## src/rtl/chunked_adder.sv

```systemverilog
`default_nettype none
// ---------------------------------------------------------------------------
// chunked_adder : multi-cycle adder/subtractor, CHUNK bits per clock, LSB first
// Rev 1.0
// ---------------------------------------------------------------------------
module chunked_adder #(
  parameter int MAXN  = 16,
  parameter int CHUNK = 4
) (
  input  logic            clk,
  input  logic            rst,
  input  logic            start,
  input  logic            sub,
  input  logic [MAXN-1:0] x,
  input  logic [MAXN-1:0] y,
  output logic            ready,
  output logic            done,
  output logic [MAXN-1:0] sum,
  output logic            cout,
  output logic            ovf
);

  localparam int NCHUNK = MAXN / CHUNK;
  localparam int KW     = (NCHUNK > 1) ? $clog2(NCHUNK) : 1;
  localparam logic [KW-1:0] LAST_K = KW'(NCHUNK - 1);

  typedef enum logic [0:0] {
    IDLE = 1'b0,
    RUN  = 1'b1
  } state_t;

  state_t          state_q, state_d;
  logic [MAXN-1:0] a_q, a_d;
  logic [MAXN-1:0] b_q, b_d;
  logic [MAXN-1:0] res_q, res_d;
  logic [MAXN-1:0] sum_q, sum_d;
  logic [KW-1:0]   k_q, k_d;
  logic            carry_q, carry_d;
  logic            cout_q, cout_d;
  logic            ovf_q, ovf_d;
  logic            done_q, done_d;

  logic [CHUNK-1:0] w_a_ch;
  logic [CHUNK-1:0] w_b_ch;
  logic [CHUNK:0]   w_csum;
  logic             w_cmsb;

  always_comb begin
    w_a_ch = '0;
    w_b_ch = '0;
    for (int i = 0; i < NCHUNK; i++) begin
      if (k_q == KW'(i)) begin
        w_a_ch = a_q[i*CHUNK +: CHUNK];
        w_b_ch = b_q[i*CHUNK +: CHUNK];
      end
    end
  end

  assign w_csum = {1'b0, w_a_ch} + {1'b0, w_b_ch} + {{CHUNK{1'b0}}, carry_q};
  // Carry into the top bit recovered from that bit's sum: s = a ^ b ^ cin.
  assign w_cmsb = w_a_ch[CHUNK-1] ^ w_b_ch[CHUNK-1] ^ w_csum[CHUNK-1];

  always_comb begin
    state_d = state_q;
    a_d     = a_q;
    b_d     = b_q;
    res_d   = res_q;
    sum_d   = sum_q;
    k_d     = k_q;
    carry_d = carry_q;
    cout_d  = cout_q;
    ovf_d   = ovf_q;
    done_d  = 1'b0;
    case (state_q)
      IDLE: begin
        if (start) begin
          a_d     = x;
          b_d     = sub ? ~y : y;
          carry_d = sub;
          k_d     = '0;
          res_d   = '0;
          state_d = RUN;
        end
      end
      RUN: begin
        for (int i = 0; i < NCHUNK; i++) begin
          if (k_q == KW'(i)) begin
            res_d[i*CHUNK +: CHUNK] = w_csum[CHUNK-1:0];
          end
        end
        carry_d = w_csum[CHUNK];
        k_d     = k_q + 1'b1;
        if (k_q == LAST_K) begin
          sum_d   = res_d;
          cout_d  = w_csum[CHUNK];
          ovf_d   = w_cmsb ^ w_csum[CHUNK];
          done_d  = 1'b1;
          k_d     = '0;
          state_d = IDLE;
        end
      end
      default: state_d = IDLE;
    endcase
  end

  always_ff @(posedge clk) begin
    if (rst) begin
      state_q <= IDLE;
      a_q     <= '0;
      b_q     <= '0;
      res_q   <= '0;
      sum_q   <= '0;
      k_q     <= '0;
      carry_q <= 1'b0;
      cout_q  <= 1'b0;
      ovf_q   <= 1'b0;
      done_q  <= 1'b0;
    end else begin
      state_q <= state_d;
      a_q     <= a_d;
      b_q     <= b_d;
      res_q   <= res_d;
      sum_q   <= sum_d;
      k_q     <= k_d;
      carry_q <= carry_d;
      cout_q  <= cout_d;
      ovf_q   <= ovf_d;
      done_q  <= done_d;
    end
  end

  assign ready = (state_q == IDLE);
  assign done  = done_q;
  assign sum   = sum_q;
  assign cout  = cout_q;
  assign ovf   = ovf_q;

endmodule
`default_nettype wire

```

## config.mk

```make
export PLATFORM = sky130hd
export DESIGN_NAME = chunked_adder
export DESIGN_NICKNAME = d
export VERILOG_FILES = /design/src/rtl/chunked_adder.sv
export SDC_FILE = /design/constraint.sdc
export NUM_CORES = 1
export LEC_CHECK = 0
export ABC_AREA = 1
export BUFFER_PORTS_ARGS = -buffer_cell sky130_fd_sc_hd__buf_2
export CELL_PAD_IN_SITES_DETAIL_PLACEMENT = 1
export CELL_PAD_IN_SITES_GLOBAL_PLACEMENT = 1
export CORE_ASPECT_RATIO = 2
export CORE_MARGIN = 1
export CORE_UTILIZATION = 30
export CTS_BUF_LIST = sky130_fd_sc_hd__clkbuf_16
export DETAILED_ROUTE_END_ITERATION = 8
export HOLD_SLACK_MARGIN = 0.15
export MAX_ROUTING_LAYER = met4
export PLACE_DENSITY = 0.59
export SLEW_MARGIN = 0
export SYNTH_ARGS = -nofsm -noshare
export SYNTH_HDL_FRONTEND = slang
export SYNTH_SLANG_ARGS = --single-unit
export TNS_END_PERCENT = 100
```

## constraint.sdc

```tcl
create_clock -name clk -period 3.1 [get_ports clk]
set_input_delay 0.31 -clock clk [delete_from_list [all_inputs] [get_ports clk]]
set_output_delay 0.31 -clock clk [all_outputs]
set_load 0.02 [all_outputs]
```

==> key figures <==
Status
  – Status: completed

Route
  – 1st-iter DRT viols: 92
  – Met3 Wirelength: 237 um
  – Drt drc: 0
  – Met2 WL: 4460 um
  – First-pass DRT Iterations: 4
  – Vias per cell: 4.78
  – Routed WL: 7980 um
  – Met1 wire length: just over 3000 um
  – DR top layer: met4
  – Final ANT Viol Nets: 0
  – DR WL/cell: 14.2 um
  – Via count: between 2,000 and 3,000

STA
  – Fin crit period: 2.86 ns
  – Setup TNS: 0 ns
  – Worst Max-Slew Pin Slew: between 0.6 and 0.7 ns
  – Final Hold Fails: 0
  – Final Skew: 0.00507 ns
  – Max Slew Vio Count: 0
  – Tcrit/Tclk final: 92.4%
  – Final Setup Violations: 0
  – Unrepaired setup endpoints after global routing: no
  – Fmax: between 300 and 400 MHz
  – Max-slew headroom: 53.5%
  – WHS: 0.224 ns

Floorplan
  – Die area: 0.0103 mm^2
  – Die width: 72.3 um
  – CORE AREA: 0.00964 mm^2
  – Initial Utilization: 30.7%
  – Die Height: between 100 and 150 um
  – # IOs: 56
  – FP Rows: 51

Final layout
  – Core Util, Final: 37.4%
  – Final nets: 471
  – Synth-to-layout area growth: 21.5%
  – Layout cells sized above 1: between 20% and 30%
  – Design Area, Final: between 0.003 and 0.004 mm^2
  – Final cell count without fillers: roughly 560
  – Inserted Diodes: 0

Logic synthesis
  – Area leader, netlist: dfxtp_1
  – Synthesized netlist cell count: approximately 380
  – Syn. warnings: 0
  – Synth area leaders: dfxtp_1 45%, o21ai_0 9.5%, nand2_1 7.0%
  – FF+latch count, synth: between 60 and 70
  – Ys flop type: dfxtp_1
  – Ys async rst share: 0%
  – Synthesized netlist net count: approximately 420
  – Cell Area, Synth: 0.00296 mm^2
  – Unique cell type count in the Yosys netlist: 24
  – EDFF count, synth: 0
  – Avg Inst Size Synth: 7.86 um^2
  – Yosys top cell area share: roughly 45%
  – Register area share after synthesis: 45.3%

Clock tree
  – CTS sink cnt: 67
  – CTS tree: built
  – Inserted Clock Buffers: 9
  – PostCTS Resize Cnt: 0
  – CTS max path bufs: 2
  – # hold bufs at CTS: 0
  – Max H-tree Level: 3
  – Clock Latency Late Sink: 0.34 ns
  – Post-CTS setup buffers: 0
  – Clk slew on worst S/H paths: 0.05 ns
  – CTS Root Cell: clkbuf_16

GRT
  – Largest net degree at the start of global routing: 50
  – Grt ovf: 0
  – Antenna violations before repair: 0
  – All-Layer GR Usage: 17.6%
  – Global-route wire length before repair: 13,000 um
  – Vias in the first global route: 2,652

Placed design
  – Gpl congestion: between 0.7 and 0.8
  – I/O Buffers: between 50 and 60
  – Post-DP HPWL: between 6000 and 7000 um
  – Placed Area: 0.00334 mm^2
  – Placed cell count: 547

Setup path
  – Worst Path Arrival: 3.08 ns
  – Max incr delay on CP: 0.47 ns
  – Crit-path cells: inv_1 -> ha_1 -> a21oi_1 -> o31ai_1 -> o21ai_1 -> fa_1 -> inv_1 -> fa_1 -> inv_1 -> nand2_1 -> o21ai_0 -> a2bb2oi_1 -> nor2_1
  – CP max-delay cell: fa_1
  – Most used cell along the critical path: inv_1
  – CP bufs+invs: 3
  – CP max FO: 6
  – Critical path class: flip-flop to flip-flop
  – Worst endpoint required time: 3.31 ns
  – CP Capture Type: flip-flop
  – CP Launch Type: flip-flop
  – Worst path top cell family by delay: adder cells

Min path
  – Hold crit path type: input port to flip-flop

Pwr
  – Lkg Pwr: 0.00155 uW
  – Power per Cell Area: 600 mW/mm^2
  – VDD IR-drop max: 0.291 mV

Job
  – Max-cap violation count: 0
-- cells in the mapped netlist (3+ instances only) --
library cell	instances
ha_1	7
a2bb2oi_1	3
buf_2	13
or2_2	3
nor2_1	43
clkbuf_1	9
nand2_1	55
dfxtp_1	67
xnor2_1	18
a22o_1	7
o21ai_0	56
nand3_1	19
a21oi_1	39
inv_2	3
o211ai_1	6
inv_1	18
-- cell families after synthesis --
logic type                 share of synthesized area, %
xor gates and xnor gates                           5.32
DFF                                                45.3
and+or+nand+nor                                    17.3
adders and majority gates                          4.31
AOI/OAI and AO/OA                                  20.9
buffers and inverters                              6.88
-- layout by cell type, fill, tap and decap left out, types with 6 or more instances in the layout --
| cell | synthesis | final |
|---|---|---|
| a21oi_1 | 39 | 39 |
| nor2_1 | 43 | 43 |
| inv_1 | 18 | 19 |
| xnor2_1 | 18 | 18 |
| o211ai_1 | 6 | 6 |
| clkbuf_16 | 0 | 9 |
| nand2_1 | 55 | 55 |
| ha_1 | 7 | 7 |
| buf_2 | 13 | 55 |
| a22o_1 | 7 | 7 |
| o21ai_0 | 56 | 55 |
| nand3_1 | 19 | 19 |
| dfxtp_1 | 67 | 67 |
| buf_4 | 2 | 8 |
-- final cells by class --
cell class / count / area [um^2]
fill: 1216 / 6030
multi-input combinational: 264 / 1420
sequential: 67 / 1340
timing repair buffer: 63 / 335
clock buffer: 9 / 225
tap: 132 / 165
inverter: 21 / 78.8
clock inverter: 7 / 37.5
-- flip-flops by register name (all words and copies together) (netlist names) --
register,cells
a_q,16
b_q,16
sum,16
res_q,12
k_q,2
carry_q,1
cout,1
done,1
ovf,1
state_q,1
-- worst min-delay path, cell delays in order --
cell and delay [ns]:
buf_2 0.07, o21ai_0 0.07, nor2_1 0.07
-- final timing paths --
check,from,end,slack (ns),cells past startpoint
hold / removal,x[2],a_q[2],0.22,3
setup / recovery,k_q[0],res_q[5],0.24,13
hold reg to reg,sum[11],sum[11],0.44,2
setup reg to reg,k_q[0],res_q[5],0.24,13
-- metrics by stage --
step	total power, uW	worst slack (ns)
finish	2160	0.237
global route	2280	0.00923
CTS	2200	0.0280
detailed placement	1290	0.0423
global placement	1280	0.143
floorplan	1170	0.299
-- layer usage --
| metal | track usage, % | vias up |
|---|---|---|
| met5 | - | - |
| met1 | 16.7 | 1283 |
| met3 | 4.46 | 14 |
| met2 | 32.0 | 42 |
| met4 | 8.88 | 0 |
| li1 | - | 1354 |
-- power breakdown --
group / switching, uW / internal [uW] / total (uW) / leakage [uW]
Clock: 373 / 530 / 903 / 0.000134
Sequential: 26.2 / 907 / 933 / 0.000548
Combinational: 201 / 125 / 326 / 0.000871
Total: 600 / 1560 / 2160 / 0.00155
Note: power is estimated with default switching activity, not from simulation.
